===== config.mk =====
export PLATFORM = sky130hd
export DESIGN_NAME = cond_check_unit
export DESIGN_NICKNAME = d
export VERILOG_FILES = /design/src/rtl/cpu_pkg.sv /design/src/rtl/cond_decode.sv /design/src/rtl/cond_check_unit.sv
export SDC_FILE = /design/constraint.sdc
export NUM_CORES = 1
export LEC_CHECK = 0
export CAP_MARGIN = 25
export CORE_MARGIN = 2
export CORE_UTILIZATION = 65
export DETAILED_ROUTE_END_ITERATION = 10
export DONT_BUFFER_PORTS = 1
export PLACE_DENSITY = 0.81
export SKIP_LAST_GASP = 1
export SLEW_MARGIN = 0
export SYNTH_ARGS = -nofsm -noshare
export SYNTH_HDL_FRONTEND = slang
export SYNTH_SLANG_ARGS = --single-unit

===== constraint.sdc =====
create_clock -name Clk -period 3.3 [get_ports Clk]
set_clock_uncertainty 0.2 [all_clocks]
set_input_delay 0.495 -clock Clk [delete_from_list [all_inputs] [get_ports Clk]]
set_output_delay 0.495 -clock Clk [all_outputs]
set_load 0.1 [all_outputs]

===== src/rtl/cpu_pkg.sv =====
// Shared CPU definitions: ARM-style condition codes, CNVZ flag bit positions
// and the condition-check FSM state encoding.
package cpu_pkg;

  localparam logic [3:0] COND_EQ = 4'h0;
  localparam logic [3:0] COND_NE = 4'h1;
  localparam logic [3:0] COND_CS = 4'h2;
  localparam logic [3:0] COND_CC = 4'h3;
  localparam logic [3:0] COND_MI = 4'h4;
  localparam logic [3:0] COND_PL = 4'h5;
  localparam logic [3:0] COND_VS = 4'h6;
  localparam logic [3:0] COND_VC = 4'h7;
  localparam logic [3:0] COND_HI = 4'h8;
  localparam logic [3:0] COND_LS = 4'h9;
  localparam logic [3:0] COND_GE = 4'hA;
  localparam logic [3:0] COND_LT = 4'hB;
  localparam logic [3:0] COND_GT = 4'hC;
  localparam logic [3:0] COND_LE = 4'hD;
  localparam logic [3:0] COND_AL = 4'hE;
  localparam logic [3:0] COND_NV = 4'hF;

  localparam int FLAG_C = 3;
  localparam int FLAG_N = 2;
  localparam int FLAG_V = 1;
  localparam int FLAG_Z = 0;

  typedef enum logic [1:0] {
    ST_IDLE = 2'd0,
    ST_WAIT = 2'd1,
    ST_RESP = 2'd2
  } cc_state_t;

  // AL and NV do not depend on the flags, so they never wait on a producer.
  function automatic logic cond_is_flag_free(input logic [3:0] cond);
    return (cond == COND_AL) || (cond == COND_NV);
  endfunction

endpackage


===== src/rtl/cond_decode.sv =====
// Combinational ARM condition-code evaluator over a {C,N,V,Z} flag nibble.
module cond_decode
  import cpu_pkg::*;
(
  input  logic [3:0] i_cond,
  input  logic [3:0] i_flags,
  output logic       o_pass
);

  logic w_c;
  logic w_n;
  logic w_v;
  logic w_z;

  assign w_c = i_flags[FLAG_C];
  assign w_n = i_flags[FLAG_N];
  assign w_v = i_flags[FLAG_V];
  assign w_z = i_flags[FLAG_Z];

  always_comb begin
    o_pass = 1'b0;
    case (i_cond)
      COND_EQ: o_pass = w_z;
      COND_NE: o_pass = !w_z;
      COND_CS: o_pass = w_c;
      COND_CC: o_pass = !w_c;
      COND_MI: o_pass = w_n;
      COND_PL: o_pass = !w_n;
      COND_VS: o_pass = w_v;
      COND_VC: o_pass = !w_v;
      COND_HI: o_pass = w_c && !w_z;
      COND_LS: o_pass = !w_c || w_z;
      COND_GE: o_pass = (w_n == w_v);
      COND_LT: o_pass = (w_n != w_v);
      COND_GT: o_pass = !w_z && (w_n == w_v);
      COND_LE: o_pass = w_z || (w_n != w_v);
      COND_AL: o_pass = 1'b1;
      default: o_pass = 1'b0;
    endcase
  end

endmodule


===== src/rtl/cond_check_unit.sv =====
// Condition check unit: evaluates a condition code against forwarded CNVZ flags,
// waits (bounded) on an in-flight flag producer, returns result over valid/ready.
module cond_check_unit
  import cpu_pkg::*;
#(
  parameter int MAX_WAIT = 8,
  parameter int CNT_W    = 8
) (
  input  logic       Clk,
  input  logic       Reset_n,
  input  logic       Req_valid,
  output logic       Req_ready,
  input  logic [3:0] Cond,
  input  logic [3:0] Flags,
  input  logic       Fw_valid,
  input  logic [3:0] Fw_flags,
  input  logic       Pend,
  output logic       Resp_valid,
  input  logic       Resp_ready,
  output logic       Cond_pass,
  output logic [3:0] Resp_flags,
  output logic       Timeout
);

  cc_state_t        r_state;
  cc_state_t        w_next;
  logic [CNT_W-1:0] r_cnt;
  logic [3:0]       r_cond;
  logic             r_pass;
  logic [3:0]       r_flags;
  logic             r_tmo;

  logic       w_ready;
  logic       w_accept;
  logic [3:0] w_eff;
  logic [3:0] w_dec_cond;
  logic       w_pass;
  logic       w_expire;
  logic       w_eval;
  logic       w_tmo;
  logic       w_start_wait;

  assign w_ready    = (r_state == ST_IDLE) || ((r_state == ST_RESP) && Resp_ready);
  assign w_accept   = Req_valid && w_ready;
  assign w_eff      = Fw_valid ? Fw_flags : Flags;
  assign w_dec_cond = (r_state == ST_WAIT) ? r_cond : Cond;
  assign w_expire   = (r_cnt == CNT_W'(MAX_WAIT - 1));

  cond_decode u_decode (
    .i_cond  (w_dec_cond),
    .i_flags (w_eff),
    .o_pass  (w_pass)
  );

  always_comb begin
    w_next       = r_state;
    w_eval       = 1'b0;
    w_tmo        = 1'b0;
    w_start_wait = 1'b0;
    case (r_state)
      ST_IDLE, ST_RESP: begin
        if (w_accept) begin
          // A pending producer wins over a same-cycle forward: its flags are newer.
          if (Pend && !cond_is_flag_free(Cond)) begin
            w_next       = ST_WAIT;
            w_start_wait = 1'b1;
          end else begin
            w_next = ST_RESP;
            w_eval = 1'b1;
          end
        end else if ((r_state == ST_RESP) && Resp_ready) begin
          w_next = ST_IDLE;
        end
      end
      ST_WAIT: begin
        if (!Pend) begin
          w_next = ST_RESP;
          w_eval = 1'b1;
        end else if (w_expire) begin
          w_next = ST_RESP;
          w_tmo  = 1'b1;
        end
      end
      default: w_next = ST_IDLE;
    endcase
  end

  always_ff @(posedge Clk or negedge Reset_n) begin
    if (!Reset_n) begin
      r_state <= ST_IDLE;
      r_cnt   <= '0;
      r_cond  <= '0;
      r_pass  <= 1'b0;
      r_flags <= '0;
      r_tmo   <= 1'b0;
    end else begin
      r_state <= w_next;
      if (w_start_wait) begin
        r_cond <= Cond;
        r_cnt  <= '0;
      end else if (r_state == ST_WAIT) begin
        r_cnt <= r_cnt + CNT_W'(1);
      end
      if (w_eval) begin
        r_pass  <= w_pass;
        r_flags <= w_eff;
        r_tmo   <= 1'b0;
      end else if (w_tmo) begin
        r_pass  <= 1'b0;
        r_flags <= Flags;
        r_tmo   <= 1'b1;
      end
    end
  end

  // Gated by reset so every output reads 0 while reset is asserted.
  assign Req_ready  = Reset_n && w_ready;
  assign Resp_valid = (r_state == ST_RESP);
  assign Cond_pass  = r_pass;
  assign Resp_flags = r_flags;
  assign Timeout    = r_tmo;

endmodule


# After elaboration in Yosys (flattened, before gate mapping)
# Index checks and enable logic that the tools add are counted.
# word_totals
ff_bits	20
out_inout_bits	8
# classes
add_sub_neg	1
eq_ne	23
n_mux	27
n_reduce_logical	21
# op_table
cell	count
$eq 4x4->1 const B	9
$eq 4x3->1 const B	4
$mux 4	4
$mux 8	2
$pmux 1 s15	1
$mux 1	13
$mux 2	5
$add 8x1->8 const B	1
$eq 4x2->1 const B	2
$eq 8x3->1 const B	1
$logic_and 1x1->1	6
$ne 3x3->1 const B	2
$logic_not 1->1	5
$eq 4x1->1 const B	1
$logic_not 4->1	1
$logic_or 1x1->1	4
$pmux 2 s2	1
$reduce_bool 2->1	2
$eq 2x1->1 const B	1
$eq 2x2->1 const B	1
$logic_not 2->1	1
$pmux 1 s2	1
$reduce_and 2->1	1
$reduce_or 2->1	1
other kinds (2)	2

# Depth between registers and ports, before layout
# depth
depth_word	8
mapped_depth	8
depth_no_buf	7

# Modules after synthesis
# Synthesis repeated with hierarchy kept, for this count alone.
# unflattened
hier_cells	118
hier_area_um2	1312.5
# by_module_without_submodules
module	n_inst	cells_per_inst	area_per_inst_um2	seq_area_each_um2
cond_check_unit	1	90	1118.6	500.5
cond_decode	1	28	193.9	0.0

# Worst setup path after synthesis
# No wires, ideal clock.
# synth_timing
path_kind	input port to output port
from	input Resp_ready
to	output Req_ready
t_arrival_ns	1.389
slack_ns	1.216
stages	3
path_cell_list	nor2b_1 nor2_1 and2_1
# synth_between
elab_chain_cells	3
# synth_rtl
element	line	rtl
start, declared	cond_check_unit.sv:19	input logic Resp_ready,
$logic_and 1x1->1	cond_check_unit.sv:43	assign w_ready = (r_state == ST_IDLE) || ((r_state == ST_RESP) && Resp_ready);
$logic_or 1x1->1	cond_check_unit.sv:43	
$logic_and 1x1->1	cond_check_unit.sv:117	assign Req_ready = Reset_n && w_ready;
end, declared	cond_check_unit.sv:12	output logic Req_ready,
# No other way between the ends.

# Worst setup path after layout
# layout_timing
from	register r_state[0]
to	output Resp_valid
# layout_between
elab_chain_cells	1
# layout_rtl
element	line	rtl
start, declared	cond_check_unit.sv:25	cc_state_t r_state;
start signal, assigned	cond_check_unit.sv:97	r_state <= w_next;
$eq 2x2->1	cond_check_unit.sv:118	assign Resp_valid = (r_state == ST_RESP);
end, declared	cond_check_unit.sv:18	output logic Resp_valid,
# No other way between the ends.

==> qor.yml <==
floorplanning:
  dieHeight_um: 49.8
  core.rowCount: 16
  initial_utilization: 0.695
  ios: 26
  die-area_um2: 2480
  die_w_um: 49.8
  core_um2: 1960
placement:
  numPortBuffers: 0
  hpwl_um: 2210
  globalplace.congestion: 0.868
  dp_slack_ps: 1090
sta:
  rsz0062_at_grt: "no"
  period_needed_ps: 2280
  drv_slew: 0
  clock.fmax_mhz: 439
  setup_viol: 0
  whs_ps: 93.1
  fin_crit_sh: 0.691
  finalHoldViolCount: 0
  worst_pin_slew_ps: 962
  setup_tns_ps: 0
  worst_slack_ps: 1020
  maxSlewHeadroom: 0.359
global_routing:
  grt_pass1_wl_um: 4950
  antenna_found_initial: 0
  grt-ovfl-total: 0
  grt_usage: 0.263
  grt_pass1_vias: 1070
  grt_max_degree: 22
final_layout:
  regArea_um2: 500
  multiInputGateArea_um2: 793
  final.fill_count: 163
  area_growth_syn_to_layout_pct: 5.23
  utilization: 0.732
  antenna_cells: 0
  drive_gt1_frac: 0.108
  fin_nets: 168
drt:
  vias: 1148
  drt_iter0_drc: 47
  drt_first_pass_iters: 4
  vias_per_cell: 6.56
  drc_errors: 0
  ant_nets: 0
  finalWirelength_um: 3000
  detail_route.wl_per_cell_um: 17.2
power:
  p_per_area_nw_per_um2: 761
  leakage_nw: 0.599
  peakVddDrop_mv: 0.542
  total_power_mw: 1.09
logic_synthesis:
  synth-edff-count: 0
  ys_seq_elements: 20
  synth_top_area_cell: "dfrtp_1"
  synthDistinctLibCells: 48
  ys_top_cells_by_count: "dfrtp_1 (20), nand2_1 (14), nor2_1 (13)"
  synth.net_count: 166
  postSynthAreaPerCell_um2: 9.28
  synth_area_um2: 1360
  synth_top_area_frac: 0.367
  yosysMostFrequentCell: "dfrtp_1"
  synth_top_flop_cell: "dfrtp_1"
  synth_warnings: 0
  synthArstFlopShare: 1.00
  syn_inst: 147
  synth_area_leaders: "dfrtp_1 (37%), mux2i_1 (6.6%), xor2_1 (4.5%)"
  seq_area_frac_synth: 0.367
job:
  drv_cap: 0
worst_setup_path:
  cp_max_fo: 8
  critPathLaunchType: "flip-flop"
  crit_type: "reg2out"
  cpLargestDelayFamily: "buffers and inverters"
  crit_buf_inv: 1
  cpMaxStageDelayCell: "inv_1"
  cpPeakStageDelay_ps: 610
  path_cells: "nand2b_1, inv_1"
  critPathCaptureType: "output port"
  arrival_ps: 1580
  cp.required_ps: 2600
hold_path:
  hp-class: "in2reg"
clocking:
  cts_tree: "yes"
  htree_num_levels: 1
  cts.path.max_buffers: 2
  cts_setup_buffers: 0
  numCtsBuffers: 3
  clk_pin_slew_ps: 120
  numClockSinks: 20
  clock_latency_ps: 310
  cts-root-buf: "clkbuf_4"
run_status:
  status: "complete, no violations"
-- power by group --
| part | switching (mW) | leakage [nW] | internal, mW |
|---|---|---|---|
| clock network | 0.0812 | 0.0279 | 0.123 |
| registers | 0.281 | 0.260 | 0.306 |
| logic | 0.180 | 0.311 | 0.122 |
-- stage by stage --
stage          instance area, um^2  cells
5_1_grt                       1440    175
3_5_place_dp                  1370    170
6_report                      1440    175
3_3_place_gp                  1370    170
2_1_floorplan                 1360    147
4_1_cts                       1440    175
-- path summary, 6_finish.rpt --
kind | startpoint | endpoint | slack (ps) | cells past startpoint
max in group asynchronous | Reset_n | r_cnt[7] | 1810 | 1
min in group asynchronous | Reset_n | Resp_flags[3] | 540 | 1
worst max register to register | r_state[1] | Cond_pass | 1040 | 6
worst min-delay path | Resp_ready | r_state[1] | 90 | 1
worst max-delay path | r_state[0] | Resp_valid | 1020 | 2
worst min register to register | r_cnt[0] | r_cnt[0] | 390 | 1
-- placed cells by master, fill, tap and decap left out, types with 3 or more instances in the layout --
cell | Yosys | final
dfrtp_1 | 20 | 20
nand2_1 | 14 | 14
nor2_1 | 13 | 13
mux2i_1 | 9 | 9
o21ai_0 | 8 | 8
inv_1 | 7 | 7
xor2_1 | 7 | 7
o211ai_1 | 5 | 5
nand3_1 | 4 | 4
a21oi_1 | 4 | 4
nand2b_1 | 3 | 3
nor3b_1 | 3 | 3
a31oi_1 | 3 | 3
clkbuf_4 | 0 | 3
-- metal layers --
metal | wire length, um | vias to the layer above | GRT usage
met2 | 1470 | 53 | 0.458
met5 | 0 | - | 0
met3 | 202 | 4 | 0.0424
li1 | - | 543 | -
met4 | 23 | 0 | 0.0694
met1 | 1310 | 548 | 0.337
-- sequential cells by signal, summed over array words and instances (netlist names) --
name / flops
Resp_flags: 4
Cond_pass: 1
Timeout: 1
r_cnt: 8
r_state: 2
r_cond: 4
-- layout make-up --
type | instances | share of cell area
Sequential cell | 20 | 0.349
Tap cell | 27 | 0.0235
Inverter | 8 | 0.0209
Multi-Input combinational cell | 113 | 0.553
Clock inverter | 1 | 0.0209
Timing Repair Buffer | 3 | 0.0174
Clock buffer | 3 | 0.0157
-- worst reg2reg max path: stages (launching register included) --
cell and delay (ps):
dfrtp_1 450, and2b_4 440, mux2i_1 330, mux2_1 340
o21ai_1 170, a221oi_2 80, a21oi_1 190
-- timing repair --
action | in CTS | in global routing
endpoints found under the hold margin | 20 | 0
setup endpoints to repair | 0 | 0
resized for setup | 0 | 0
hold buffers | 1 | 0
-- cell families after synthesis --
logic type,share of synthesized area
adders and majority gates,0.00917
and+or+nand+nor,0.220
buffers and inverters,0.0514
AOI/OAI and AO/OA,0.185
xor gates and xnor gates,0.0578
DFF,0.367
muxes,0.109
No activity file was read; power rests on OpenSTA's default activity.
==> patch, RTL diff (config.mk and constraints unchanged) <==
The 3 states of `cc_state_t` get a one-hot encoding in 3 bits.
--- a/src/rtl/cpu_pkg.sv
+++ b/src/rtl/cpu_pkg.sv
@@ -25,8 +25,8 @@
   localparam int FLAG_Z = 0;
 
-  typedef enum logic [1:0] {
-    ST_IDLE = 2'd0,
-    ST_WAIT = 2'd1,
-    ST_RESP = 2'd2
+  typedef enum logic [2:0] {
+    ST_IDLE = 3'b001,
+    ST_WAIT = 3'b010,
+    ST_RESP = 3'b100
   } cc_state_t;
 
Check against the original RTL: no difference found for any inputs over 10 cycles, from zero or initial values and one cycle with Reset_n low; not proved beyond that.
==> patch against the unedited design <==
Sequential power increased by 18%. Non-clock buffer count stayed put. Synthesized area is 3.4% higher. Worst setup slack worse by 0.25 ns. Sequential cell count up 1. Total power rose by 6.7%. Largest power group unchanged. Critical endpoint is now Cond_pass. Sequential share of layout area up 1.4 points. First-iteration DRC count is 45% lower. Count of clock-buffer cells in the layout unchanged. Final area is 1.3% higher. Clock power down 37%. Cell count down 2.9%. Largest cell class unchanged. Wire length is 6.9% lower.
==> patch: results <==
set metrics [dict create \
    outcome "finished, final reports clean" \
    worst-endpoint-arrival_ns 2.57 \
    hp-class "primary input to register" \
    wl_met3_um 110 \
    h-tree-depth 1 \
    use_met2 0.447 \
    hpwl_um 2150 \
    place_inst 165 \
    worstMarginPinSlew_ns 0.983 \
    use_met3 0.0417 \
    port-buffer-count 0 \
    wl_met2_um 1460 \
    drt_iter0_drc 26 \
    synthesis.nets 161 \
    slowest_delay_ns 0.64 \
    first_global_vias 1083 \
    synthCells 142 \
    slowest_stage "nor3b_4" \
    top_register "r_cnt" \
    crit_family "simple AND/OR/NAND/NOR gates" \
    synthAdderAreaFrac 0.00887 \
    synth-compound-area-share 0.132 \
    cts_root_buf "clkbuf_4" \
    grt_max_degree 22 \
    grt_use_total 0.242 \
    drive_gt1_frac 0.140 \
    synth_edf_count 0 \
    clockBufferDepth 2 \
    synth_common_cells "dfrtp_1 (20), mux2i_1 (15), nor2_1 (14)" \
    largest_register_ffs 8 \
    leakage_nw 0.639 \
    netlist_top_cells_area "dfrtp_1 (35%), mux2i_1 (11%), mux2_1 (4.8%)" \
    crit_fanout 14 \
    synth_xor_area_frac 0.0621 \
    ys_types 41 \
    insertion_delay_ns 0.31 \
    gp_congestion 0.922 \
    finalHoldViolations 0 \
    grt_pass1_wl_um 4730 \
    globalRouteMet1Util 0.276 \
    vias_per_cell 6.24 \
    synthMuxAreaShare 0.194 \
    cts_resized 0 \
    yosysSeqAreaShare 0.374 \
    n_antenna_cell 0 \
    met1Wirelength_um 1180 \
    wl_per_cell_um 16.4 \
    async_flop_share 1.00 \
    wirelength_um 2790 \
    irDropWorstVdd_uv 607 \
]
==> patch: cells by family after synthesis <==
family,after synthesis
AND/OR/NAND/NOR,49
AO/OA/AOI/OAI,26
multiplexers,26
flip-flops,21
XOR/XNOR,10
buffers and inverters,9
adder cells (fa/ha/maj),1
==> patch: final cells by class <==
| cell class | instances | area, um^2 |
|---|---|---|
| inverter | 3 | 11.3 |
| tap | 27 | 33.8 |
| clock buffer | 3 | 22.5 |
| multi-input combinational | 112 | 830 |
| sequential | 21 | 527 |
| clock inverter | 1 | 5.00 |
| timing repair buffer | 3 | 25.0 |
| fill | 145 | 548 |
==> patch: metrics by stage <==
stage               hold WS [ns]   util  setup slack (ns)  instance area (um^2)
finish                     0.104  0.726             0.770                  1450
global route              0.0963  0.726             0.637                  1450
CTS                        0.103  0.726             0.795                  1450
detailed placement     0.0000276  0.708             0.808                  1420
global placement      0.00000738  0.708             0.909                  1420
floorplan              -0.000591      -             0.444                  1410
==> patch: worst register-to-register path, stage by stage, from the launching register on <==
cell and delay, ns:
dfrtp_1 0.51, nor3b_4 0.64, mux2_2 0.46, or3_1 0.35
mux2i_1 0.14, o21ai_1 0.08, o211ai_1 0.07
==> patch: where the power goes <==
group / internal (mW) / leakage, nW / switching [mW]
Combinational: 0.146 / 0.355 / 0.197
Clock: 0.0454 / 0.0177 / 0.0830
Sequential: 0.342 / 0.266 / 0.352
==> patch: final timing paths <==
kind	startpoint	to	slack, ns	cells past startpoint
worst min register to register	r_cond[0]	r_cond[0]	0.32	1
max in group asynchronous	Reset_n	r_cnt[3]	1.73	1
worst max register to register	r_state[1]	Cond_pass	0.77	6
worst min-delay path	Cond[0]	r_cond[0]	0.10	1
min in group asynchronous	Reset_n	Timeout	0.57	1
worst max-delay path	r_state[1]	Cond_pass	0.77	6
